<file path="src/rtl/seq_detect_ctrl.sv">
// Run-time configurable serial sequence detector: programmable pattern/length/overlap,
// start/stop arming, Mealy match pulse and a saturating match counter.
module seq_detect_ctrl #(
  parameter int MAXLEN = 8,
  parameter int LEN_W  = 4,
  parameter int CNT_W  = 8
) (
  input  logic              clk,
  input  logic              rst,
  input  logic              cfg_valid,
  output logic              cfg_ready,
  input  logic [MAXLEN-1:0] cfg_pattern,
  input  logic [LEN_W-1:0]  cfg_len,
  input  logic              cfg_overlap,
  output logic              cfg_err,
  input  logic              start,
  input  logic              stop,
  input  logic              x,
  input  logic              x_valid,
  output logic              busy,
  output logic              z,
  output logic [CNT_W-1:0]  match_count
);

  typedef enum logic {IDLE, RUN} state_t;

  state_t state, state_nxt;

  logic              configured;
  logic [MAXLEN-1:0] pat_q;
  logic [LEN_W-1:0]  len_q;
  logic              ovl_q;
  logic [MAXLEN-1:0] history;
  logic [LEN_W-1:0]  collected;

  logic              cfg_ok;
  logic              arm;
  logic [MAXLEN-1:0] window;
  logic [MAXLEN-1:0] mask;
  logic [LEN_W:0]    coll_inc;
  logic              enough_bits;
  logic              match_hit;

  function automatic logic [CNT_W-1:0] sat_inc(input logic [CNT_W-1:0] v);
    return (&v) ? v : v + 1'b1;
  endfunction

  function automatic logic [LEN_W-1:0] clamp_len(input logic [LEN_W:0] v);
    return (v > (LEN_W+1)'(MAXLEN)) ? LEN_W'(MAXLEN) : v[LEN_W-1:0];
  endfunction

  assign cfg_ok = cfg_valid && (cfg_len != '0) && (cfg_len <= LEN_W'(MAXLEN));

  // Match window: stored history plus the bit arriving this cycle, masked to len bits.
  assign window      = {history[MAXLEN-2:0], x};
  assign coll_inc    = {1'b0, collected} + (LEN_W+1)'(1);
  assign enough_bits = coll_inc >= {1'b0, len_q};

  always_comb begin
    mask = '0;
    for (int i = 0; i < MAXLEN; i++) begin
      mask[i] = (i < int'(len_q));
    end
  end

  assign match_hit = (((window ^ pat_q) & mask) == '0) && enough_bits;
  assign busy      = (state == RUN);
  assign z         = busy & x_valid & match_hit;

  always_comb begin
    state_nxt = state;
    arm       = 1'b0;
    cfg_ready = 1'b0;
    case (state)
      IDLE: begin
        cfg_ready = 1'b1;
        if (start && (configured || cfg_ok)) begin
          state_nxt = RUN;
          arm       = 1'b1;
        end
      end
      RUN: begin
        if (stop) state_nxt = IDLE;
      end
      default: state_nxt = IDLE;
    endcase
  end

  always_ff @(posedge clk) begin
    if (rst) state <= IDLE;
    else     state <= state_nxt;
  end

  always_ff @(posedge clk) begin
    if (rst) begin
      configured  <= 1'b0;
      pat_q       <= '0;
      len_q       <= '0;
      ovl_q       <= 1'b0;
      history     <= '0;
      collected   <= '0;
      match_count <= '0;
      cfg_err     <= 1'b0;
    end else begin
      cfg_err <= (state == IDLE) && cfg_valid && !cfg_ok;
      if ((state == IDLE) && cfg_ok) begin
        configured <= 1'b1;
        pat_q      <= cfg_pattern;
        len_q      <= cfg_len;
        ovl_q      <= cfg_overlap;
      end
      if (arm) begin
        history     <= '0;
        collected   <= '0;
        match_count <= '0;
      end else if ((state == RUN) && x_valid) begin
        history <= window;
        // Non-overlapping mode restarts the bit count so the next match needs len fresh bits.
        if (match_hit && !ovl_q) collected <= '0;
        else                     collected <= clamp_len(coll_inc);
        if (match_hit) match_count <= sat_inc(match_count);
      end
    end
  end

endmodule

</file>
<file path="config.mk">
export PLATFORM = sky130hd
export DESIGN_NAME = seq_detect_ctrl
export DESIGN_NICKNAME = d
export VERILOG_FILES = /design/src/rtl/seq_detect_ctrl.sv
export SDC_FILE = /design/constraint.sdc
export NUM_CORES = 1
export LEC_CHECK = 0
export BUFFER_PORTS_ARGS = -buffer_cell sky130_fd_sc_hd__buf_2
export CORE_MARGIN = 2
export CORE_UTILIZATION = 56
export CTS_BUF_LIST = sky130_fd_sc_hd__clkbuf_8 sky130_fd_sc_hd__clkbuf_16
export DETAILED_ROUTE_END_ITERATION = 8
export PLACE_DENSITY = 0.8
export SYNTH_ARGS = -nofsm -noshare
export SYNTH_HDL_FRONTEND = slang
export SYNTH_SLANG_ARGS = --single-unit
</file>
<file path="constraint.sdc">
create_clock -name clk -period 5.8 [get_ports clk]
set_input_delay 1.74 -clock clk [delete_from_list [all_inputs] [get_ports clk]]
set_output_delay 1.74 -clock clk [all_outputs]
set_load 0.005 [all_outputs]
</file>
==> reports/metrics.yaml <==
place:
  gp_congestion: 0.866
  port_buffers: 31
  place_hpwl_um: 2400
clock_network:
  clkLatencyLatePin_ps: 290
  hold_buffers: 0
  post_cts_resized: 0
  cts_sinks: 35
  clockBufferDepth: 2
  cts.clk_slew.worst_paths_ps: 60
  cts_root_buf: "clkbuf_8"
  cts_tree: "built"
  cts_setup_buffers: 0
  cts_buffers: 5
  cts_htree_levels: 2
grt:
  grt_max_degree: 19
  antenna_found_initial: 0
  grtUsageTotal: 0.203
  first_global_vias: 1333
  grt-ovfl-total: 0
  grt_pass1_wl_um: 5550
timing:
  tightestPinTransition_ps: 775
  setup_violations: 0
  hold_viol: 0
  post-route-period-util: 0.824
  tns_ps: 0
  slew_viol_final: 0
  finClkSkew_ps: 7.84
  post-route-min-period_ps: 4780
  fmax_mhz: 209
  maxSlewHeadroom: 0.483
  hold_slack_ps: 482
  grt_setup_unrepaired: "no"
floorplanning:
  die_h_um: 60.1
  rows: 20
  io_pins: 32
  die_area_sq_mm: 0.00361
  die_w_um: 60.1
  initial_core_util: 0.581
  core_region_area_sq_mm: 0.00303
synth:
  syn_area_per_cell_sq_um: 8.84
  synth_fp_nets: 226
  yosysSeqAreaShare: 0.398
  synthCells: 199
  synth.cell_area_sq_mm: 0.00176
  ys_seq_elements: 35
  netlist-cell-type-count: 43
  synth_warnings: 0
finish:
  final_common_cell: "dfxtp_1"
  area_growth_syn_to_layout_pct: 16.2
  num-nets-final: 255
  layout_common_cells: "35 x dfxtp_1, 31 x buf_2, 20 x nand2_1"
  diodes: 0
  drive_gt1_frac: 0.201
routing:
  avgViaCountPerCell: 5.54
  vias: 1512
  wl_um: 3260
  drt_iter0_markers: 60
  drtAntennaViolNets: 0
  dr.pass1.iters: 4
  wl_per_cell_um: 12.0
  drc: 0
power:
  peakVddDrop_v: 0.000168
  power.density_mw_per_mm2: 264
  p_leak_nw: 0.847
hold_path:
  min_path_type: "reg2reg"
run_status:
  outcome: "finished clean"
setup_path:
  worstSetupPathType: "in2out"
  end_kind: "output pin"
  cp-start-kind: "input pin"
  required_ps: 4060
  arrival_ps: 3040
  crit_fanout: 5
flow_run:
  drv_cap: 0
[report_power, final]
part | switching, mW | internal [mW]
registers | 0.00728 | 0.247
logic | 0.0331 | 0.0269
clock network | 0.0862 | 0.139
total | 0.127 | 0.413
[synth_stat cells, drive strengths merged]
| master | n | area share |
|---|---|---|
| xnor2 | 5 | 0.025 |
| o31ai | 4 | 0.017 |
| o21a | 3 | 0.013 |
| o221ai | 1 | 0.0050 |
| o221a | 2 | 0.013 |
| nor4 | 2 | 0.0071 |
| dfxtp | 35 | 0.40 |
| o22ai | 2 | 0.0071 |
| nand2 | 20 | 0.043 |
| o31a | 1 | 0.0050 |
| a31oi | 4 | 0.014 |
| ha | 7 | 0.050 |
| a21oi | 18 | 0.051 |
| a221o | 1 | 0.0057 |
| clkbuf | 7 | 0.015 |
| nand4 | 1 | 0.0036 |
| a22o | 1 | 0.0050 |
| buf | 3 | 0.014 |
| and2 | 1 | 0.0036 |
| or3 | 2 | 0.010 |
| and4b | 2 | 0.011 |
| and4 | 1 | 0.0050 |
| o21ai | 4 | 0.011 |
| mux2i | 13 | 0.074 |
| o21bai | 1 | 0.0043 |
| nand3 | 4 | 0.011 |
| nor3 | 4 | 0.011 |
| xor2 | 5 | 0.025 |
| nor2b | 2 | 0.0071 |
| nor4bb | 1 | 0.0057 |
| nor2 | 18 | 0.038 |
| nand2b | 2 | 0.0071 |
| a211oi | 4 | 0.017 |
| inv | 7 | 0.015 |
| o41ai | 2 | 0.014 |
| and3 | 4 | 0.014 |
| or4 | 4 | 0.017 |
| mux2 | 1 | 0.0064 |
[through the flow]
step                      total power [mW]  area, sq um  utilization  setup WS [ps]  instances
after floorplan                      0.306         1760            -           1480        199
after global placement               0.320         1930        0.636           1050        265
after detailed placement             0.321         1930        0.636           1020        265
after CTS                            0.545         2040        0.675           1020        273
after global routing                 0.560         2040        0.675            915        273
final                                0.540         2040        0.675           1020        273
[layer usage]
layer / part of all wire / GRT usage / vias to the layer above
met2: 0.46 / 0.326 / 35
met4: 0.015 / 0.0762 / 0
met3: 0.044 / 0.0584 / 9
met1: 0.48 / 0.257 / 687
met5: 0 / 0 / -
li1: - / - / 781
[flip-flops by register name, summed over array words and instances, names as in the netlist]
register,count
busy,1
cfg_err,1
collected,4
configured,1
history,7
len_q,4
match_count,8
ovl_q,1
pat_q,8
[critical path: stages]
cell      delay, ps
buf_2           110
xor2_1          130
o41ai_1          60
o221ai_1        220
nor4_1          550
buf_2           230
[final timing paths]
check        depth (start not counted)         start           end  slack, ps
min reg2reg                          2    history[2]    history[3]        480
min                                  2    history[2]    history[3]        480
max reg2reg                          8  collected[0]  collected[2]       3190
max                                  6             x             z       1020
[cells by family after synthesis]
family	synth area share
AOI/OAI and AO/OA	0.183
muxes	0.0804
adders and majority gates	0.0498
buffers and inverters	0.0434
DFF	0.398
and+or+nand+nor	0.196
xor gates and xnor gates	0.0498
[layout make-up]
class,instances,area [sq um]
Sequential cell,35,701
Tap cell,44,55.1
Inverter,7,26.3
Clock inverter,2,35.0
Multi-Input combinational cell,147,982
Fill cell,267,983
Timing Repair Buffer,32,163
Clock buffer,6,82.6
Note: power is estimated with default switching activity, not from simulation.
